--- src/rtl/fetch_unit.sv ---
// Instruction fetch stage: owns the PC, issues imem word reads, buffers responses in a small
// FIFO and hands {pc, ir} to decode. Handles redirects (dropping stale fetches) and halt.
module fetch_unit #(
  parameter logic [31:0] RESET_PC   = 32'h0000_0000,
  parameter int unsigned FIFO_DEPTH = 2,
  parameter logic [31:0] NOP_INSN   = 32'h0000_0013
) (
  input  logic        clk,
  input  logic        rst,
  output logic        imem_req_valid,
  input  logic        imem_req_ready,
  output logic [31:0] imem_addr,
  input  logic        imem_resp_valid,
  input  logic [31:0] imem_resp_data,
  input  logic        redirect_valid,
  input  logic [31:0] redirect_pc,
  input  logic        halt,
  output logic        out_valid,
  input  logic        out_ready,
  output logic [31:0] out_pc,
  output logic [31:0] out_ir,
  output logic        halted
);

  localparam int unsigned PtrW = (FIFO_DEPTH > 1) ? $clog2(FIFO_DEPTH) : 1;
  localparam int unsigned CntW = PtrW + 1;
  localparam logic [CntW:0] DepthW = (CntW + 1)'(FIFO_DEPTH);

  localparam logic [0:0] StRun    = 1'b0;
  localparam logic [0:0] StHalted = 1'b1;

  logic [0:0]      state_q, state_d;
  logic [31:0]     pc_q, pc_d;
  logic [31:0]     resp_pc_q, resp_pc_d;
  logic [CntW-1:0] cnt_q, cnt_d;
  logic [CntW-1:0] outst_q, outst_d;
  logic [CntW-1:0] drop_q, drop_d;
  logic [PtrW-1:0] wr_ptr_q, wr_ptr_d;
  logic [PtrW-1:0] rd_ptr_q, rd_ptr_d;

  logic [31:0] ir_mem [FIFO_DEPTH];
  logic [31:0] pc_mem [FIFO_DEPTH];

  logic          running, redir, accept, push, pop, dropping;
  logic [CntW:0] inflight;

  assign running   = (state_q == StRun);
  assign halted    = (state_q == StHalted);
  assign redir     = running && redirect_valid;
  assign out_valid = (cnt_q != '0);
  assign pop       = out_valid && out_ready && !redir;
  assign dropping  = (drop_q != '0);
  assign push      = imem_resp_valid && !dropping && !redir;

  // The slot freed by this cycle's pop is credited so a 2-deep buffer sustains full rate;
  // the matching response cannot arrive before that pop has taken effect.
  assign inflight = {1'b0, cnt_q} + {1'b0, outst_q} - {{CntW{1'b0}}, pop};

  assign imem_req_valid = !rst && running && !redirect_valid && (inflight < DepthW);
  assign imem_addr      = pc_q;
  assign accept         = imem_req_valid && imem_req_ready;

  assign out_pc = out_valid ? pc_mem[rd_ptr_q] : 32'h0;
  assign out_ir = out_valid ? ir_mem[rd_ptr_q] : NOP_INSN;

  always_comb begin
    state_d   = state_q;
    pc_d      = pc_q;
    resp_pc_d = resp_pc_q;
    cnt_d     = cnt_q;
    drop_d    = drop_q;
    wr_ptr_d  = wr_ptr_q;
    rd_ptr_d  = rd_ptr_q;
    outst_d   = outst_q + CntW'(accept) - CntW'(imem_resp_valid);

    if (accept) pc_d = pc_q + 32'd4;

    if (redir) begin
      // Everything still outstanding (minus a response landing now) belongs to the old path.
      pc_d      = redirect_pc & 32'hFFFF_FFFC;
      resp_pc_d = redirect_pc & 32'hFFFF_FFFC;
      cnt_d     = '0;
      wr_ptr_d  = '0;
      rd_ptr_d  = '0;
      drop_d    = outst_q - CntW'(imem_resp_valid);
    end else begin
      if (imem_resp_valid && dropping) drop_d = drop_q - CntW'(1);
      if (push) begin
        wr_ptr_d  = wr_ptr_q + PtrW'(1);
        resp_pc_d = resp_pc_q + 32'd4;
      end
      if (pop) rd_ptr_d = rd_ptr_q + PtrW'(1);
      cnt_d = cnt_q + CntW'(push) - CntW'(pop);
    end

    if (running && halt) state_d = StHalted;
  end

  always_ff @(posedge clk or posedge rst) begin
    if (rst) begin
      state_q   <= StRun;
      pc_q      <= RESET_PC;
      resp_pc_q <= RESET_PC;
      cnt_q     <= '0;
      outst_q   <= '0;
      drop_q    <= '0;
      wr_ptr_q  <= '0;
      rd_ptr_q  <= '0;
    end else begin
      state_q   <= state_d;
      pc_q      <= pc_d;
      resp_pc_q <= resp_pc_d;
      cnt_q     <= cnt_d;
      outst_q   <= outst_d;
      drop_q    <= drop_d;
      wr_ptr_q  <= wr_ptr_d;
      rd_ptr_q  <= rd_ptr_d;
    end
  end

  always_ff @(posedge clk) begin
    if (push) begin
      ir_mem[wr_ptr_q] <= imem_resp_data;
      pc_mem[wr_ptr_q] <= resp_pc_q;
    end
  end

endmodule
--- config.mk ---
export PLATFORM = sky130hd
export DESIGN_NAME = fetch_unit
export DESIGN_NICKNAME = d
export VERILOG_FILES = /design/src/rtl/fetch_unit.sv
export SDC_FILE = /design/constraint.sdc
export NUM_CORES = 1
export LEC_CHECK = 0
export ABC_AREA = 1
export BUFFER_PORTS_ARGS = -buffer_cell sky130_fd_sc_hd__buf_2
export CORE_MARGIN = 2
export CORE_UTILIZATION = 50
export CTS_CLUSTER_SIZE = 12
export DETAILED_ROUTE_END_ITERATION = 16
export GPL_ROUTABILITY_DRIVEN = 0
export PLACE_DENSITY_LB_ADDON = 0.12
export SKIP_LAST_GASP = 1
export SYNTH_ARGS = -nofsm -noshare
export SYNTH_HDL_FRONTEND = slang
export SYNTH_SLANG_ARGS = --single-unit
--- constraint.sdc ---
create_clock -name clk -period 8.6 [get_ports clk]
set_input_delay 1.72 -clock clk [delete_from_list [all_inputs] [get_ports clk]]
set_output_delay 1.72 -clock clk [all_outputs]
set_load 0.02 [all_outputs]
==> reports/results.txt, run 1 <==
Period utilization - 64.5%
P&R area growth vs syn - 16.5%
Avg WL per Cell - 15.0 µm
Synth Register Bits - 193
Status - completed
Setup crit start kind - primary input
Antenna-violating nets left - 0
Clk_skew - 0.0150 ns
Area contributors post-synth - edfxtp_1, dfrtp_1, nand2_1
Post-CTS sizing - 0
Critical path arrival - 3.82 ns
Worst Reg2Reg Path Length in Cells - 16
Hold_buf cts - 0
Reg2Reg Setup Slack - 5.07 ns
Switching share of power - 40.7%
Die width - 143 µm
Vias - 7738
Cell accounting for the most synthesized area - edfxtp_1
Initial core utilization - 51.2%
Post-synthesis sequential area ratio - 56.7%
Root buf cell - clkbuf_16
Post-layout util - 59.7%
Total power - 3.37 mW
Syn avg cell area - 8.80 µm²
First-pass GRT wire length - 35.4 mm
Share of cells above drive strength 1 - 20.6%
Worst reg2reg startpoint - cnt_q[0]
Mapped cell area - 9610 µm²
Crit path capture type - output port
Yosys warnings - 0
Pre-CTS worst setup slack - 3.04 ns
CTS tree - built
Die height - 143 µm
Max cap viols - 0
Clock Power Share - 23.5%
P_leak - 5.18 nW
Setup WS post-layout - 3.06 ns
Nets@finish - 1326
Sink Count - 193
Hold Crit Class - flop to flop
Total CTS buffers - 17
Largest net degree at the start of global routing - 70
Synth cell count leaders - nand2_1, edfxtp_1, nor2_1
Count leader, synth - nand2_1
Async set-reset flop share out of synthesis - 35.8%
Postcts setup bufs - 0
Buffers added on ports - 163
Initial antenna violation count - 0
Worst skew pair latency - 0.43 ns
Cells after Synth - 1092
Predominant post-synthesis flop cell - edfxtp_1
Hold Path Cell Cnt - 1
Vias in the first global route - 7009
Die ar. - 20300 µm²
Top Ports - 170
CP Max Fanout - 44
Final Critical Period - 5.54 ns
Yosys top cell area share - 38.7%
Row count - 50
CP Class - primary input to output port
Antenna diodes - 0
Final Setup Violations - 0
Final hold violation count - 0
First drt pass iteration count - 5
Flop pwr share - 39.5%
FF-to-FF End - outst_q[1]
H-tree depth - 4
Core ar. - 18800 µm²
Worst-path clk slew - 0.08 ns
EDFF count, synth - 124
Maximum VDD drop - 0.000148 V
# DRC - 0
Max Slew Vio Count - 0
Routed WL - 22.3 mm
Global route overflow - 0
Unrepaired setup endpoints after global routing - no
Pwr dens - 301 nW/µm²
Fmax - 180 MHz
Max transition margin - 37.0%
Worst-margin pin slew - 0.946 ns
Post-detail-place hpwl - 14.8 mm
Internal power - 2.00 mW
Overall routing resource usage - 22.3%
Comb power frac - 37.0%
Worst Path Required - 6.88 ns
Yosys cell types - 40
Clock buffer depth - 2
DR vias/cell - 5.19
TNS Setup - 0 ns
HP Start - outst_q[0]
Iteration-0 DRC Markers - 447
Sw power - 1.37 mW
Worst Hold Path EP - outst_q[0]
==> power by group through the flow <==
stage | combinational, mW | clock [mW] | sequential, mW
floorplan | 0.854 | 0 | 1.34
global placement | 1.24 | 0 | 1.34
detailed placement | 1.26 | 0 | 1.35
CTS | 1.26 | 0.804 | 1.33
global route | 1.39 | 0.842 | 1.36
finish | 1.25 | 0.792 | 1.33
==> sequential cells by signal (all words and copies together) (netlist names), 2 cells and up <==
register   cells
cnt_q          2
outst_q        2
resp_pc_q     30
drop_q         2
ir_mem        64
pc_mem        60
imem_addr     30
==> through the flow <==
| stage | instances | hold WS [ns] | cell area, µm² |
|---|---|---|---|
| floorplan | 1095 | 0.478 | 9620 |
| detailed placement | 1459 | 0.495 | 10600 |
| CTS | 1491 | 0.513 | 11200 |
| global placement | 1459 | 0.490 | 10600 |
| finish | 1491 | 0.509 | 11200 |
| global route | 1491 | 0.545 | 11200 |
==> cells in the final DEF (no fill, tap or decap), types with 4 or more instances in the layout <==
master	count
nand2_1	348
buf_2	163
edfxtp_1	124
nor2_1	109
a21oi_1	103
inv_1	90
nand3_1	78
dfrtp_1	68
o21ai_0	19
clkbuf_16	17
nor2_4	16
nor2_2	12
a31oi_1	11
ha_1	10
nand2_2	9
buf_4	8
inv_2	7
o21ai_1	6
nand2_4	5
o211ai_1	5
xnor2_1	5
o21bai_1	4
conb_1	4
inv_8	4
==> layout make-up <==
class,count,area (µm²)
fillers,1657,7570
multi-input cells,762,3610
flip-flops and latches,193,5450
well taps,234,293
repair buffers,171,876
inverters,99,374
clock inverters,14,168
clock buffers,18,429
==> worst max-delay path, cell delays in order <==
cell and delay [ns]:
buf_2 0.08, inv_1 0.05, nor2_4 0.06, buf_4 0.42, nor2_1 0.14, ha_1 0.29
inv_1 0.06, nand2_1 0.06, fa_1 0.49, nand3_1 0.09, nor2_2 0.17, buf_2 0.19
==> routing by layer <==
layer  GRT usage (%)  part of all wire, %  wire, µm  vias up
met5               0                    0         0        -
met4            5.68                  1.4       320        0
met3            4.29                  5.6      1240       27
met2            36.9                   47     10500      223
met1            30.5                   46     10300     3607
li1                -                    -         -     3881
==> how the worst max path moves through the flow <==
stage                               from              to  slack (ns)  depth (start not counted)
after detailed placement  redirect_valid  imem_req_valid        3.04                         12
after floorplan                      rst  imem_req_valid        3.14                          3
final                     redirect_valid  imem_req_valid        3.06                         12
after CTS                 redirect_valid  imem_req_valid        3.04                         12
after global routing      redirect_valid  imem_req_valid        2.86                         12
after global placement    redirect_valid  imem_req_valid        3.06                         12
==> cells by family (layout without fill, tap and decap cells) <==
family	Yosys count	count (layout)	synth area share [%]
buffers and inverters	140	302	6.12
adders and majority gates	11	11	1.51
other	1	4	0.0390
and+or+nand+nor	585	585	26.3
AOI/OAI and AO/OA	154	154	8.57
DFF	193	193	56.7
xor gates and xnor gates	8	8	0.729
(Power assumes the default switching activity.)
==> inputs of run 2 (changes only) <==
Clock period 8.6 ns to 4.6 ns, I/O delays scaled along.
==> run 2 against run 1 <==
Global-route usage fell by 0.37 points. Largest power group unchanged. Clock skew decreased by 0.0028 ns. Routed wire length down 1.0%. Clock power rose by 81%. Highest routed layer unchanged.
==> reports/results.txt, run 2 (same netlist as run 1, synthesis figures left out) <==
Status - completed
Largest register FFs - 64
Vias - 7611
Critical-path top delay cell - fa_1
CTS tree - built
Setup crit start kind - flop
Final hold violation count - 0
Routed WL - 22.1 mm
TNS Setup - 0 ns
Most frequent cells in the layout - nand2_1, buf_2, edfxtp_1, nor2_1, a21oi_1
Hold_buf cts - 0
Internal power - 3.72 mW
Setup WS post-layout - 1.05 ns
CP delay by family, top - adder cells
Die height - 143 µm
FF-to-FF End - outst_q[1]
First drt pass iteration count - 5
Min Hold Slack - 0.508 ns
Share of cells above drive strength 1 - 20.7%
Multi-input gate area - 3610 µm²
Antenna diodes - 0
Met1 Usage GRT - 31.9%
Initial core utilization - 51.2%
Pre-CTS worst setup slack - 1.10 ns
Reg with most FFs - ir_mem
Biggest regs - ir_mem: 64 flops, pc_mem: 60 flops
Worst Setup EP - imem_req_valid
P&R area growth vs syn - 16.3%
Largest net degree at the start of global routing - 70
Global route overflow - 0
Worst Reg2Reg Path Length in Cells - 15
Flop pwr share - 40.6%
Met3 usage - 3.66%
P_leak - 5.16 nW
Vias in the first global route - 6797
Hold Crit Class - flop to flop
Sw power - 2.53 mW
Worst setup path start - cnt_q[0]
Sequential cell area - 5450 µm²
CP Max Fanout - 5
Crit path capture type - output port
Root buf cell - clkbuf_16
Worst path cell trace - nor2_4, inv_1, nand2_1, nor2_1, ha_1, inv_1, nand2_1, fa_1, nand3_1, nor2_2, buf_2
Antenna-violating nets left - 0
Worst skew pair latency - 0.42 ns
Fmax - 282 MHz
Initial antenna violation count - 0
Fill cell count - 1630
Postcts setup bufs - 0
Worst Path Required - 3.68 ns
Period utilization - 77.2%
Worst-path clk slew - 0.07 ns
Die ar. - 20300 µm²
Reg2Reg Setup Slack - 1.75 ns
Buffers added on ports - 163
CP Class - flop to output port
First-pass GRT wire length - 34.8 mm
Clock buffer depth - 2
Clock Power Share - 22.9%
Levels on crit path - 11
Row count - 50
Placed inst area - 10600 µm²
Post-layout util - 59.6%
Final Critical Period - 3.55 ns
Maximum VDD drop - 0.000270 V
Top Ports - 170
Core ar. - 18800 µm²
# DRC - 0
CP Buf/Inv Count - 3
Final Setup Violations - 0
Nets@finish - 1327
Commonest non-fill, non-tap cell in the layout - nand2_1
Post-detail-place hpwl - 14.6 mm
H-tree depth - 4
Critical path arrival - 2.63 ns
Worst reg2reg startpoint - cnt_q[0]
Die width - 143 µm
GRT busiest layer - met2
Pwr dens - 560 nW/µm²
Max cap viols - 0
Clk_skew - 0.0123 ns
Iteration-0 DRC Markers - 444
Worst-margin pin slew - 0.952 ns
Slowest cell delay on critical path - 0.48 ns
Sink Count - 193
Comb power frac - 36.5%
Total CTS buffers - 17
DR vias/cell - 5.10
Post-CTS sizing - 0
Avg WL per Cell - 14.8 µm
Overall routing resource usage - 21.9%
Switching share of power - 40.5%
Max transition margin - 36.6%
Unrepaired setup endpoints after global routing - no
Met2 usage - 34.5%
Design area - 11200 µm²
Max Slew Vio Count - 0
-- run 2: cell count changes in the layout (fill, tap and decap cells not counted) --
cell,change
clkinv_2,+1
clkbuf_1,-1
clkinv_4,-2
clkinvlp_4,+3
clkinv_8,-1
inv_6,+1
inv_8,-2
buf_4,+1
-- run 2: worst min path at each step --
stage	slack, ns	endpoint	cells after the start	from
after floorplan	0.48	outst_q[0]	1	outst_q[0]
after global placement	0.49	outst_q[0]	1	outst_q[0]
after detailed placement	0.50	outst_q[0]	1	outst_q[0]
after CTS	0.51	outst_q[0]	1	outst_q[0]
after global routing	0.56	pc_mem[0][9]	0	resp_pc_q[9]
final	0.51	outst_q[0]	1	outst_q[0]
-- run 2: cell type report --
class | count | area share, %
clock buffer | 17 | 3.80
clock inverter | 14 | 1.32
inverter | 99 | 3.35
multi-input combinational | 762 | 32.3
sequential | 193 | 48.8
tap | 234 | 2.62
timing repair buffer | 172 | 7.90
-- run 2: metal layers --
layer | part of all wire [%] | vias up | wire [µm]
met3 | 5.7 | 14 | 1260
li1 | - | 3877 | -
met1 | 47 | 3503 | 10500
met4 | 1.1 | 0 | 234
met2 | 46 | 217 | 10100
met5 | 0 | - | 0
-- run 2: power groups by stage --
stage | combinational, mW | clock, mW | sequential [mW]
2_1_floorplan | 1.60 | 0 | 2.51
3_3_place_gp | 2.27 | 0 | 2.57
3_5_place_dp | 2.30 | 0 | 2.58
4_1_cts | 2.30 | 1.46 | 2.54
5_1_grt | 2.54 | 1.54 | 2.59
6_report | 2.28 | 1.43 | 2.54
-- run 2: per-stage QoR --
stage | power, mW | std cells
2_1_floorplan | 4.11 | 1095
3_3_place_gp | 4.84 | 1460
3_5_place_dp | 4.87 | 1460
4_1_cts | 6.31 | 1491
5_1_grt | 6.66 | 1491
6_report | 6.26 | 1491
==> inputs of run 3 (changes only) <==
Clock period 4.6 ns to 3.47 ns, I/O delays scaled along.
==> run 3 against run 2 <==
Combinational power up 38%. Routed wire length about the same. Clock skew down 0.0016 ns. Via count down 1.0%. Die area unchanged. Non-clock buffer count up 2. Hold slack worse by 0.059 ns. Sequential power up 30%. Total power up 34%. Clock power up 34%. Register-to-register slack worse by 1.0 ns. Sequential share of layout area down 0.25 points. Critical endpoint unchanged.
==> reports/results.txt, run 3 (same netlist as run 1, synthesis figures left out) <==
Post-detail-place hpwl - 14.9 mm
Period utilization - 93.0%
Setup WS post-layout - 0.244 ns
Initial core utilization - 51.2%
P_leak - 5.18 nW
Status - completed
Maximum VDD drop - 0.000351 V
Final Critical Period - 3.23 ns
Top Ports - 170
Share of cells above drive strength 1 - 20.9%
Fmax - 310 MHz
DR top layer - met4
Critical-path top delay cell - fa_1
Die height - 143 µm
Wl on met1 - 10.2 mm
Worst Path Required - 2.78 ns
Worst skew pair latency - 0.43 ns
CP delay by family, top - adder cells
Min Hold Slack - 0.449 ns
CP Buf/Inv Count - 3
Post-layout util - 59.9%
Worst-path clk slew - 0.07 ns
Buffers added on ports - 163
Final Setup Violations - 0
Nets@finish - 1329
Sink Count - 193
First drt pass iteration count - 5
Row count - 50
Unrepaired setup endpoints after global routing - no
Largest register FFs - 64
Core ar. - 18800 µm²
Clock buffer depth - 2
Biggest regs - ir_mem: 64 flops, pc_mem: 60 flops
Largest net degree at the start of global routing - 70
Final hold violation count - 0
Initial antenna violation count - 0
CP Class - flop to output port
Global route overflow - 0
Critical path arrival - 2.53 ns
Max transition margin - 38.2%
Setup crit start kind - flop
Slowest cell delay on critical path - 0.48 ns
Max Slew Vio Count - 0
TNS Setup - 0 ns
Worst path cell trace - nor2_4, inv_1, nand2_1, nor2_2, ha_1, inv_1, nand2_1, fa_1, nand3_1, nor2_2, buf_2
Pwr dens - 744 nW/µm²
CP Max Fanout - 5
Die ar. - 20300 µm²
Pre-CTS worst setup slack - 0.403 ns
Root buf cell - clkbuf_16
Crit path capture type - output port
Total CTS buffers - 17
Reg with most FFs - ir_mem
Hold_buf cts - 0
H-tree depth - 4
Die width - 143 µm
DR vias/cell - 5.04
Iteration-0 DRC Markers - 380
First-pass GRT wire length - 34.7 mm
Routed WL - 22.1 mm
Avg WL per Cell - 14.8 µm
Metal2 WL - 10.3 mm
Overall routing resource usage - 21.9%
Vias in the first global route - 6919
Antenna-violating nets left - 0
CTS tree - built
Total power - 8.36 mW
# DRC - 0
Commonest non-fill, non-tap cell in the layout - nand2_1
Met3 wire len - 1.19 mm
Vias - 7535
Reg2Reg Setup Slack - 0.72 ns
Max cap viols - 0
Fill cell count - 1647
Worst-margin pin slew - 0.927 ns
Clk_skew - 0.0107 ns
Hold Crit Class - primary input to flop
Most frequent cells in the layout - nand2_1, buf_2, edfxtp_1, nor2_1, a21oi_1
Antenna diodes - 0
P&R area growth vs syn - 17.0%
==> run 3: cell type report <==
| type | instances | area (µm²) | area share, % |
|---|---|---|---|
| sequential | 193 | 5450 | 48.5 |
| multi-input combinational | 762 | 3610 | 32.1 |
| timing repair buffer | 174 | 936 | 8.33 |
| clock buffer | 17 | 425 | 3.78 |
| inverter | 99 | 378 | 3.36 |
| tap | 234 | 293 | 2.60 |
| clock inverter | 15 | 148 | 1.31 |
==> run 3: what timing repair did <==
action	in CTS	in global routing
gates resized for setup	0	2
endpoints found under the setup margin	0	1
buffers inserted	0	1
==> run 3: metrics by stage <==
step | std cells | area [µm²]
floorplan | 1095 | 9630
global placement | 1461 | 10700
detailed placement | 1461 | 10700
CTS | 1493 | 11200
global route | 1494 | 11200
finish | 1494 | 11200
==> run 3: where the power goes <==
| group | leakage (nW) | internal (mW) | switching (mW) |
|---|---|---|---|
| clock | 0.276 | 1.01 | 0.900 |
| combinational | 2.99 | 1.00 | 2.14 |
| sequential | 1.92 | 2.96 | 0.343 |
==> run 3: worst register-to-register path, stage by stage (launching register included) <==
cell and delay [ns]:
dfrtp_2 0.44, nor2_4 0.09, inv_1 0.09, nand2_1 0.14
nor2_2 0.06, ha_1 0.26, inv_1 0.05, nand2_1 0.05
fa_1 0.48, nand3_1 0.09, nor2_2 0.17, nand2_4 0.11
ha_1 0.29, inv_1 0.04, ha_1 0.18, xnor2_1 0.13
==> run 3: final timing paths <==
kind,start,endpoint,cells past startpoint
setup / recovery,cnt_q[1],imem_req_valid,11
hold / removal,halt,halted,2
setup reg to reg,cnt_q[1],outst_q[1],15
hold reg to reg,outst_q[0],outst_q[0],1
max in group asynchronous,rst,cnt_q[1],3
min in group asynchronous,rst,outst_q[0],3
==> run 3: metal layers <==
layer	GRT usage, %	vias up
met3	4.19	28
li1	-	3868
met4	6.88	0
met1	30.1	3427
met2	35.6	212
met5	0	-
